## config.mk

```make
export PLATFORM = sky130hd
export DESIGN_NAME = dvp_frame_transmitter
export DESIGN_NICKNAME = d
export VERILOG_FILES = /design/src/rtl/dvp_pkg.sv /design/src/rtl/dvp_byte_serializer.sv /design/src/rtl/dvp_frame_transmitter.sv
export SDC_FILE = /design/constraint.sdc
export NUM_CORES = 1
export LEC_CHECK = 0
export CAP_MARGIN = 30
export CORE_UTILIZATION = 55
export CTS_CLUSTER_DIAMETER = 30
export DETAILED_ROUTE_END_ITERATION = 7
export GPL_ROUTABILITY_DRIVEN = 0
export GPL_TIMING_DRIVEN = 0
export PLACE_DENSITY = 0.86
export SLEW_MARGIN = 0
export SYNTH_ARGS = -nofsm -noshare
export SYNTH_HDL_FRONTEND = slang
export SYNTH_SLANG_ARGS = --single-unit
```

## constraint.sdc

```tcl
create_clock -name clk -period 3.06 [get_ports clk]
set_input_delay 0.612 -clock clk [delete_from_list [all_inputs] [get_ports clk]]
set_output_delay 0.612 -clock clk [all_outputs]
set_load 0.01 [all_outputs]
```

## src/rtl/dvp_pkg.sv

```systemverilog
// Shared DVP definitions: FSM state type, byte order and default frame timing.
package dvp_pkg;

  typedef enum logic [2:0] {
    IDLE   = 3'd0,
    VSYNC  = 3'd1,
    VBP    = 3'd2,
    ACTIVE = 3'd3,
    HBLANK = 3'd4,
    VFP    = 3'd5
  } dvp_state_e;

  // RGB565 pixels go out on the byte bus high byte first
  localparam logic DVP_BYTE_HI_FIRST = 1'b1;

  // Default timing, also used by the receiver-side bench
  localparam int DVP_IMG_HDISP  = 640;
  localparam int DVP_IMG_VDISP  = 480;
  localparam int DVP_VSYNC_CYC  = 32;
  localparam int DVP_VBP_CYC    = 64;
  localparam int DVP_HBLANK_CYC = 32;
  localparam int DVP_VFP_CYC    = 64;

  function automatic int dvp_max4(input int a, input int b, input int c, input int d);
    int m;
    m = a;
    if (b > m) m = b;
    if (c > m) m = c;
    if (d > m) m = d;
    return m;
  endfunction

  function automatic int dvp_frame_cycles(input int hdisp, input int vdisp, input int vsync_cyc,
                                          input int vbp_cyc, input int hblank_cyc, input int vfp_cyc);
    return vsync_cyc + vbp_cyc + vdisp * (2 * hdisp + hblank_cyc) + vfp_cyc;
  endfunction

endpackage

```

## src/rtl/dvp_byte_serializer.sv

```systemverilog
// Turns one 16-bit pixel, delivered the cycle after its request, into two
// consecutive registered bytes. Outputs 8'h00 whenever no byte is due.
module dvp_byte_serializer
  import dvp_pkg::*;
(
  input  logic        clk,
  input  logic        rst_n,
  input  logic        pix_req,
  input  logic [15:0] pix_data,
  output logic [7:0]  byte_out
);

  logic        cap_q, cap_d;
  logic        phase_q, phase_d;
  logic [15:0] hold_q, hold_d;
  logic [7:0]  byte_q, byte_d;

  // Capture the pixel one cycle after its request, emit first byte, then second
  always_comb begin
    cap_d   = pix_req;
    hold_d  = hold_q;
    phase_d = 1'b0;
    byte_d  = 8'h00;
    if (cap_q) begin
      hold_d  = pix_data;
      phase_d = 1'b1;
      byte_d  = DVP_BYTE_HI_FIRST ? pix_data[15:8] : pix_data[7:0];
    end else if (phase_q) begin
      byte_d  = DVP_BYTE_HI_FIRST ? hold_q[7:0] : hold_q[15:8];
    end
  end

  // Serializer state and byte register, cleared by reset
  always_ff @(posedge clk) begin
    if (!rst_n) begin
      cap_q   <= 1'b0;
      phase_q <= 1'b0;
      hold_q  <= 16'h0000;
      byte_q  <= 8'h00;
    end else begin
      cap_q   <= cap_d;
      phase_q <= phase_d;
      hold_q  <= hold_d;
      byte_q  <= byte_d;
    end
  end

  assign byte_out = byte_q;

endmodule

```

## src/rtl/dvp_frame_transmitter.sv

```systemverilog
// DVP source: generates vsync/href frame timing and pulls RGB565 pixels from
// a source two cycles ahead of the byte bus. All outputs are registered and
// computed from the next state, so they line up with the state register.
module dvp_frame_transmitter
  import dvp_pkg::*;
#(
  parameter int IMG_HDISP  = DVP_IMG_HDISP,
  parameter int IMG_VDISP  = DVP_IMG_VDISP,
  parameter int VSYNC_CYC  = DVP_VSYNC_CYC,
  parameter int VBP_CYC    = DVP_VBP_CYC,
  parameter int HBLANK_CYC = DVP_HBLANK_CYC,
  parameter int VFP_CYC    = DVP_VFP_CYC
) (
  input  logic        clk,
  input  logic        rst_n,
  input  logic        en,
  input  logic [15:0] pix_data,
  output logic        pix_req,
  output logic        frame_start,
  output logic        frame_done,
  output logic        busy,
  output logic        ov5640_vsync,
  output logic        ov5640_href,
  output logic [7:0]  ov5640_data
);

  // One cycle counter is shared by the blanking states; it is sized for the longest
  localparam int TW = $clog2(dvp_max4(VSYNC_CYC, VBP_CYC, HBLANK_CYC, VFP_CYC) + 1);
  localparam int XW = $clog2(IMG_HDISP + 1);
  localparam int YW = $clog2(IMG_VDISP + 1);

  dvp_state_e     state_q, state_d;
  logic [TW-1:0]  tcnt_q, tcnt_d;
  logic [XW-1:0]  x_q, x_d;
  logic [YW-1:0]  y_q, y_d;
  logic           ph_q, ph_d;
  logic           req_q, req_d;
  logic           fs_q, fs_d;
  logic           fd_q, fd_d;
  logic           busy_q, busy_d;
  logic           vs_q, vs_d;
  logic           href_q, href_d;

  // Next state and counters; y counts lines already sent in this frame
  always_comb begin
    state_d = state_q;
    tcnt_d  = tcnt_q;
    x_d     = x_q;
    y_d     = y_q;
    ph_d    = ph_q;
    case (state_q)
      IDLE: begin
        if (en) begin
          state_d = VSYNC;
          tcnt_d  = '0;
          y_d     = '0;
        end
      end
      VSYNC: begin
        if (int'(tcnt_q) == VSYNC_CYC - 1) begin
          state_d = VBP;
          tcnt_d  = '0;
        end else begin
          tcnt_d  = tcnt_q + 1'b1;
        end
      end
      VBP: begin
        if (int'(tcnt_q) == VBP_CYC - 1) begin
          state_d = ACTIVE;
          x_d     = '0;
          ph_d    = 1'b0;
        end else begin
          tcnt_d  = tcnt_q + 1'b1;
        end
      end
      ACTIVE: begin
        ph_d = ~ph_q;
        if (ph_q) begin
          if (int'(x_q) == IMG_HDISP - 1) begin
            state_d = HBLANK;
            tcnt_d  = '0;
            x_d     = '0;
            y_d     = y_q + 1'b1;
          end else begin
            x_d     = x_q + 1'b1;
          end
        end
      end
      HBLANK: begin
        if (int'(tcnt_q) == HBLANK_CYC - 1) begin
          tcnt_d = '0;
          if (int'(y_q) < IMG_VDISP) begin
            state_d = ACTIVE;
            x_d     = '0;
            ph_d    = 1'b0;
          end else begin
            state_d = VFP;
          end
        end else begin
          tcnt_d = tcnt_q + 1'b1;
        end
      end
      VFP: begin
        if (int'(tcnt_q) == VFP_CYC - 1) begin
          tcnt_d  = '0;
          y_d     = '0;
          state_d = en ? VSYNC : IDLE;
        end else begin
          tcnt_d  = tcnt_q + 1'b1;
        end
      end
      default: begin
        state_d = IDLE;
        tcnt_d  = '0;
      end
    endcase
  end

  // Output values for the coming cycle, derived from that cycle's state
  always_comb begin
    fs_d   = (state_d == VSYNC) && (tcnt_d == '0) && (state_q != VSYNC);
    fd_d   = (state_d == VFP) && (int'(tcnt_d) == VFP_CYC - 1);
    busy_d = (state_d != IDLE);
    vs_d   = (state_d == VSYNC);
    href_d = (state_d == ACTIVE);
    // A request leads its high byte on the bus by two cycles
    case (state_d)
      VBP:     req_d = (int'(tcnt_d) == VBP_CYC - 2);
      HBLANK:  req_d = (int'(tcnt_d) == HBLANK_CYC - 2) && (int'(y_d) < IMG_VDISP);
      ACTIVE:  req_d = !ph_d && (int'(x_d) + 1 < IMG_HDISP);
      default: req_d = 1'b0;
    endcase
  end

  // FSM, counters and registered outputs
  always_ff @(posedge clk) begin
    if (!rst_n) begin
      state_q <= IDLE;
      tcnt_q  <= '0;
      x_q     <= '0;
      y_q     <= '0;
      ph_q    <= 1'b0;
      req_q   <= 1'b0;
      fs_q    <= 1'b0;
      fd_q    <= 1'b0;
      busy_q  <= 1'b0;
      vs_q    <= 1'b0;
      href_q  <= 1'b0;
    end else begin
      state_q <= state_d;
      tcnt_q  <= tcnt_d;
      x_q     <= x_d;
      y_q     <= y_d;
      ph_q    <= ph_d;
      req_q   <= req_d;
      fs_q    <= fs_d;
      fd_q    <= fd_d;
      busy_q  <= busy_d;
      vs_q    <= vs_d;
      href_q  <= href_d;
    end
  end

  dvp_byte_serializer u_ser (
    .clk      (clk),
    .rst_n    (rst_n),
    .pix_req  (req_q),
    .pix_data (pix_data),
    .byte_out (ov5640_data)
  );

  assign pix_req      = req_q;
  assign frame_start  = fs_q;
  assign frame_done   = fd_q;
  assign busy         = busy_q;
  assign ov5640_vsync = vs_q;
  assign ov5640_href  = href_q;

endmodule

```

; Yosys cells after proc, flatten, opt, wreduce, memory -nomap -nowiden
; Index checks and enable logic that the tools add are counted.
[classes]
n_addsub = 4
n_lt_le_gt_ge = 3
muxes = 36
bitwise = 1
reduce_logical = 10
n_eq_ne = 17
[ops]
columns = operator, n
row1 = two-way mux 10 bit, 5
row2 = two-way mux 7 bit, 6
row3 = two-way mux 9 bit, 4
row4 = one-hot mux 7 bit (5 select lines), 1
row5 = one-hot mux 10 bit (3 select lines), 1
row6 = one-hot mux 9 bit (3 select lines), 1
row7 = two-way mux 3 bit, 8
row8 = equality test 7 bit (second input constant), 3
row9 = less-than comparator 9 bit (second input constant), 2
row10 = one-hot mux 3 bit (6 select lines), 1
row11 = two-way mux 8 bit, 2
row12 = equality test 7 x 6 -> 1 bit (second input constant), 2
row13 = equality test 3 x 2 -> 1 bit (second input constant), 4
row14 = equality test 3 bit (second input constant), 4
row15 = adder 10 x 1 -> 11 bit (second input constant), 1
row16 = less-than comparator 11 x 10 -> 1 bit (second input constant), 1
row17 = adder 10 x 1 -> 10 bit (second input constant), 1
row18 = equality test 10 bit (second input constant), 1
row19 = adder 9 x 1 -> 9 bit (second input constant), 1
row20 = adder 7 x 1 -> 7 bit (second input constant), 1
row21 = zero test 7 bit, 1
row22 = equality test 3 x 1 -> 1 bit (second input constant), 2
row23 = one-hot mux 1 bit (3 select lines), 2
row24 = logical AND 1 bit, 5
row25 = other kinds (7), 11
[totals]
wordCells = 86
reg_bits = 54
output_inout_bits = 14
inputBits = 19

; Depth between registers and ports, before layout
[logic_depth]
depth_word = 8
mapped_depth = 10
ltp_nobuf = 10

; By module
; A second synthesis with hierarchy kept.
[unflattened]
cells_unflattened = 352
hier_area_um2 = 2976.6
[modules_own_cells]
columns = mod, area_per_inst_um2, cells_each, instances
row1 = dvp_frame_transmitter, 2322.2, 289, 1
row2 = dvp_byte_serializer, 654.4, 63, 1

; Worst setup path after synthesis
; No wires, ideal clock.
[synth_path]
path_type = flip-flop to flip-flop
start = reg x_q[0]
end = reg req_q (netlist: pix_req)
arrival_ns = 2.185
path_stages_with_launch = 9
path_slack_ns = 0.787
n_path_buf = 1
setup_ns = 0.088
path_cell_list = dfxtp_1 -> ha_1 -> buf_2 -> nand3_1 -> o31a_1 -> a211o_1 -> a211o_1 -> mux2i_1 -> o32ai_2
[synth_via]
elab_chain_len = 8
word_cells_on_any_way = 28
cone_classes = add/sub: 2 / order compare: 2 / eq/ne: 6 / mux: 16 / reduce/logical: 2
[synth_rtl]
columns = element, line
row1 = start: declaration, dvp_frame_transmitter.sv:34  ; logic [XW-1:0] x_q, x_d;
row2 = start signal: assignment, dvp_frame_transmitter.sv:140  ; x_q <= '0;
row3 = start signal: assignment, dvp_frame_transmitter.sv:152  ; x_q <= x_d;
row4 = adder 10 x 1 -> 10 bit / equality test 10 bit (equally long branches), "dvp_frame_transmitter.sv:85, dvp_frame_transmitter.sv:79"
row5 = two-way mux 10 bit, dvp_frame_transmitter.sv:79  ; if (int'(x_q) == IMG_HDISP - 1) begin
row6 = two-way mux 10 bit, dvp_frame_transmitter.sv:78  ; if (ph_q) begin
row7 = one-hot mux 10 bit (3 select lines), dvp_frame_transmitter.sv:51  ; case (state_q)
row8 = adder 10 x 1 -> 11 bit, dvp_frame_transmitter.sv:130  ; ACTIVE: req_d = !ph_d && (int'(x_d) + 1 < IMG_HDISP);
row9 = less-than comparator 11 x 10 -> 1 bit, dvp_frame_transmitter.sv:130
row10 = logical AND 1 bit, dvp_frame_transmitter.sv:130
row11 = one-hot mux 1 bit (3 select lines) *, dvp_frame_transmitter.sv:127  ; case (state_d)
row12 = end signal: assignment, dvp_frame_transmitter.sv:155  ; req_q <= req_d;
row13 = end: declaration, dvp_frame_transmitter.sv:37  ; logic req_q, req_d;
; Every way passes the cells marked *; elsewhere a longest branch is shown, timed or not.
; A chain may end at the register's enable or synchronous reset.

; Worst setup path in the final report
[layout_path]
start = reg x_q[0]
end = reg fs_q (netlist: frame_start)
[layout_via]
elab_chain_len = 7
word_cells_on_any_way = 11
cone_classes = eq/ne: 2 / mux: 6 / reduce/logical: 3
[layout_rtl]
columns = element, line
row1 = equality test 10 bit *, dvp_frame_transmitter.sv:79
row2 = two-way mux 3 bit / two-way mux 7 bit (equally long branches), dvp_frame_transmitter.sv:79
row3 = two-way mux 3 bit / two-way mux 7 bit (equally long branches), dvp_frame_transmitter.sv:78
row4 = one-hot mux 3 bit (6 select lines) / one-hot mux 7 bit (5 select lines) (equally long branches), dvp_frame_transmitter.sv:51
row5 = equality test 3 x 1 -> 1 bit / zero test 7 bit (equally long branches), dvp_frame_transmitter.sv:121  ; fs_d = (state_d == VSYNC) && (tcnt_d == '0) && (state_q != VSYNC);
row6 = logical AND 1 bit * (2 in a row), dvp_frame_transmitter.sv:121
row7 = end signal: assignment, dvp_frame_transmitter.sv:156  ; fs_q <= fs_d;
row8 = end: declaration, dvp_frame_transmitter.sv:38  ; logic fs_q, fs_d;
; Marks and branches as above.

==> flow_summary_export.csv <==
group,metric,value,unit
worst_setup_path,worst-r2r-cell-count,8,
cts,clock-sinks,54,
die,floorplan.initialDensity,0.573,
sta,tightestPinTransition,1.05,ns
power,peak_vdd_ir,0.234,mV
cells_and_area,fin_util,0.672,
worst_setup_path,critPathSlowestCell,"sky130_fd_sc_hd__o31ai_1",
cts,worst_skew_pair.late_latency,0.32,ns
worst_setup_path,worst-path-stages,8,
grt,grt_busiest_layer,"met2",
cells_and_area,instances_no_fill,477,
cts,root_buffer,"sky130_fd_sc_hd__clkbuf_8",
worst_setup_path,crit_type,"reg -> reg",
die,pin_count,33,
cts,cts-resized-gates,0,
worst_setup_path,crit_buf_inv,1,
synthesis,synthMuxAreaShare,0.00342,
sta,skew,0.0132,ns
worst_setup_path,r2r-end,"frame_start",
route,routed_wire_length,7230,um
synthesis,ys_ff_latch,54,
die,fp.dieH,74.9,um
synthesis,syn_area_per_cell,7.97,um^2
cts,cts_setup_buffers,0,
synthesis,yosys_most_used_dff,"sky130_fd_sc_hd__dfxtp_1",
synthesis,synthesis.yosys.warnings,0,
sta,setup_violations,0,
cts,cts_hold_buf,0,
synthesis,synth_largest_type_area_fraction,0.369,
die,die_area,0.00562,mm^2
cells_and_area,most_common_cell_after_layout_fill_and_taps_aside,"sky130_fd_sc_hd__nor2_1",
grt,gr-usage-met3,0.0455,
route,drt.antenna.violating_nets,0,
synthesis,post_synth_edffs,0,
synthesis,post_synth_xor_area_fraction,0.0299,
cts,h-tree-depth,2,
route,route.vias.total,2841,
sta,rsz0062_at_grt,"no",
power,powerDensity,366,mW/mm^2
placed_design,dp.cells,469,
cts,cts_tree,"yes",
worst_setup_path,timing.critical_path.from,"x_q[0]",
worst_setup_path,timing.critical_path.arrival,3.07,ns
die,floorplan.core_area,0.00511,mm^2
synthesis,ys_top_cells_by_area,"sky130_fd_sc_hd__dfxtp_1 (37%), sky130_fd_sc_hd__nor2_1 (7.6%), sky130_fd_sc_hd__a21oi_1 (5.1%)",
synthesis,synth_sequential_area_ratio,0.369,
route,number_of_optimization_iterations_in_the_first_detailed_route_pass,5,
cells_and_area,antenna_cells_inserted,0,
sta,drv_slew,0,
cells_and_area,area_growth_syn_to_layout,17.3,%
grt,first_global_vias,2582,
route,dr.first_iter.drc_count,194,
synthesis,synth_top_family_by_area,"simple AND/OR/NAND/NOR gates",
sta,max_clock_freq,0.352,GHz
hold_path,hold-path-cell-count,1,
placed_design,hpwlAfterDp,5300,um
worst_setup_path,cpPeakStageDelay,0.91,ns
cells_and_area,mostFrequentLayoutCells,"sky130_fd_sc_hd__nor2_1 (59), sky130_fd_sc_hd__dfxtp_1 (54), sky130_fd_sc_hd__clkdlybuf4s50_1 (32)",
placed_design,port-buffer-count,32,
worst_setup_path,regToRegSetupSlack,0.22,ns
sta,whs,0.485,ns
sta,min_period_over_period,0.928,
worst_setup_path,cp_max_fo,8,
worst_setup_path,cpLargestDelayFamily,"compound AO/OA/AOI/OAI gates",
grt,grt.met1_usage,0.343,
worst_setup_path,reg2reg_from,"x_q[0]",
sta,timing.final.hold_violations,0,
synthesis,synth_compound_area_frac,0.224,
flow_run,max-cap-violations,0,
status,run_status,"finished clean",
synthesis,post_synth_inst_count,367,
cts,cts_made_buffers,5,
worst_setup_path,crit_path_start_kind,"flip-flop",
synthesis,postSynthNetCount,390,
hold_path,worst_hold_path_type,"reg -> reg",
die,floorplan.rows,26,
power,leakagePower,0.00123,uW
die,die_w,74.9,um
grt,grt-ovfl-total,0,
cts,clock_tree.buffer_depth,2,
synthesis,simple_gate_area_share_of_the_yosys_netlist,0.310,
route,avgViaCountPerCell,5.96,
worst_setup_path,timing.critical_path.required,3.29,ns
worst_setup_path,endpoint,"frame_start",
synthesis,synthDominantAreaCellType,"sky130_fd_sc_hd__dfxtp_1",
sta,fin_setup_tns,0,ns
grt,track_usage,0.276,
cells_and_area,final_nets,429,
sta,timing.slew.headroom,0.296,
route,drc,0,
cells_and_area,share_of_cells_above_drive_strength_1,0.0713,
synthesis,netlist-cell-type-count,61,
grt,grt_pass1_wl,11800,um
synthesis,postSynth.asyncResetShare,0,
grt,initial_antenna_violation_count,0,
synthesis,synth-adder-area-share,0.0171,
worst_setup_path,timing.critical_path.to_type,"flip-flop",
grt,grt_use_met2,0.484,
grt,largest_net_degree_at_the_start_of_global_routing,20,
worst_setup_path,crit_chain,"ha_1 -> buf_2 -> nand3_1 -> o31ai_1 -> o221a_1 -> nand2b_2 -> nor3_2 -> and3b_1",
route,wl_per_cell,15.2,um
cts,worst_setup_hold_path_clk_slew,0.11,ns
sta,final.min_clock_period,2.84,ns
synthesis,synthesis.area,0.00293,mm^2
## routing by layer
metal  routed length (um)  up-vias  share of wire
met2                 3590       76           0.50
met5                    0        -              0
met3                  291       13          0.040
met1                 3210     1349           0.44
met4                  133        0          0.018
li1                     -     1403              -
## synth_stat cells, drive strengths merged (2+ instances only)
cell	count
nand3	14
or3	5
o21ai	14
a211o	2
o211ai	2
dfxtp	54
a21o	3
a31oi	10
inv	12
a22oi	11
xnor2	8
nor2b	11
and4	3
buf	11
o31ai	3
nor3	11
o31a	3
nor4	6
and3	3
ha	4
nand2	27
and2	10
clkbuf	10
o311a	2
nor2	59
and3b	3
xor2	2
o32ai	3
nand2b	5
a21oi	30
nand4	8
## flip-flops by register name, summed over array words and instances, names as in the netlist, 3 cells and up
register        cells
state_q             3
tcnt_q              7
u_ser.byte_out      8
u_ser.hold_q        8
x_q                10
y_q                 9
## worst reg2reg max path, delay by kind of cell (launching register included)
| kind | cells | cell delay [ns] |
|---|---|---|
| compound gates | 2 | 1.28 |
| simple gates | 4 | 0.65 |
| flops | 1 | 0.48 |
| fa+ha+maj | 1 | 0.19 |
| buf+inv | 1 | 0.17 |
## final cells by class
class | count | area, um^2
multi-input combinational | 280 | 1710
fill | 424 | 1680
sequential | 54 | 1080
timing repair buffer | 32 | 320
buffer | 21 | 90.1
tap | 70 | 87.6
clock buffer | 5 | 68.8
inverter | 12 | 45.0
clock inverter | 3 | 28.8
## where the power goes
group / switching (uW) / total [uW] / leakage [uW] / internal [uW]
combinational: 55.0 / 105 / 0.000745 / 49.9
sequential: 5.23 / 715 / 0.000436 / 710
clock: 264 / 436 / 0.0000506 / 172
## through the flow
stage / cell area (um^2) / power, uW / setup WS [ns]
5_1_grt: 3430 / 1310 / 0.0103
6_report: 3430 / 1260 / 0.221
4_1_cts: 3430 / 1270 / 0.292
2_1_floorplan: 2930 / 786 / 0.787
3_3_place_gp: 3330 / 832 / 0.314
3_5_place_dp: 3330 / 834 / 0.303
## logic make-up after synthesis
group | Yosys count
AOI/OAI and AO/OA | 97
muxes | 1
xor gates and xnor gates | 10
adders and majority gates | 4
and+or+nand+nor | 168
DFF | 54
buffers and inverters | 33
## how the worst min path moves through the flow
stage | startpoint | end | slack (ns)
finish | pix_req | u_ser.cap_q | 0.48
floorplan | y_q[1] | y_q[1] | 0.48
global route | pix_req | u_ser.cap_q | 0.51
detailed placement | pix_req | u_ser.cap_q | 0.46
global placement | pix_req | u_ser.cap_q | 0.44
CTS | pix_req | u_ser.cap_q | 0.49
(Power assumes the default switching activity.)
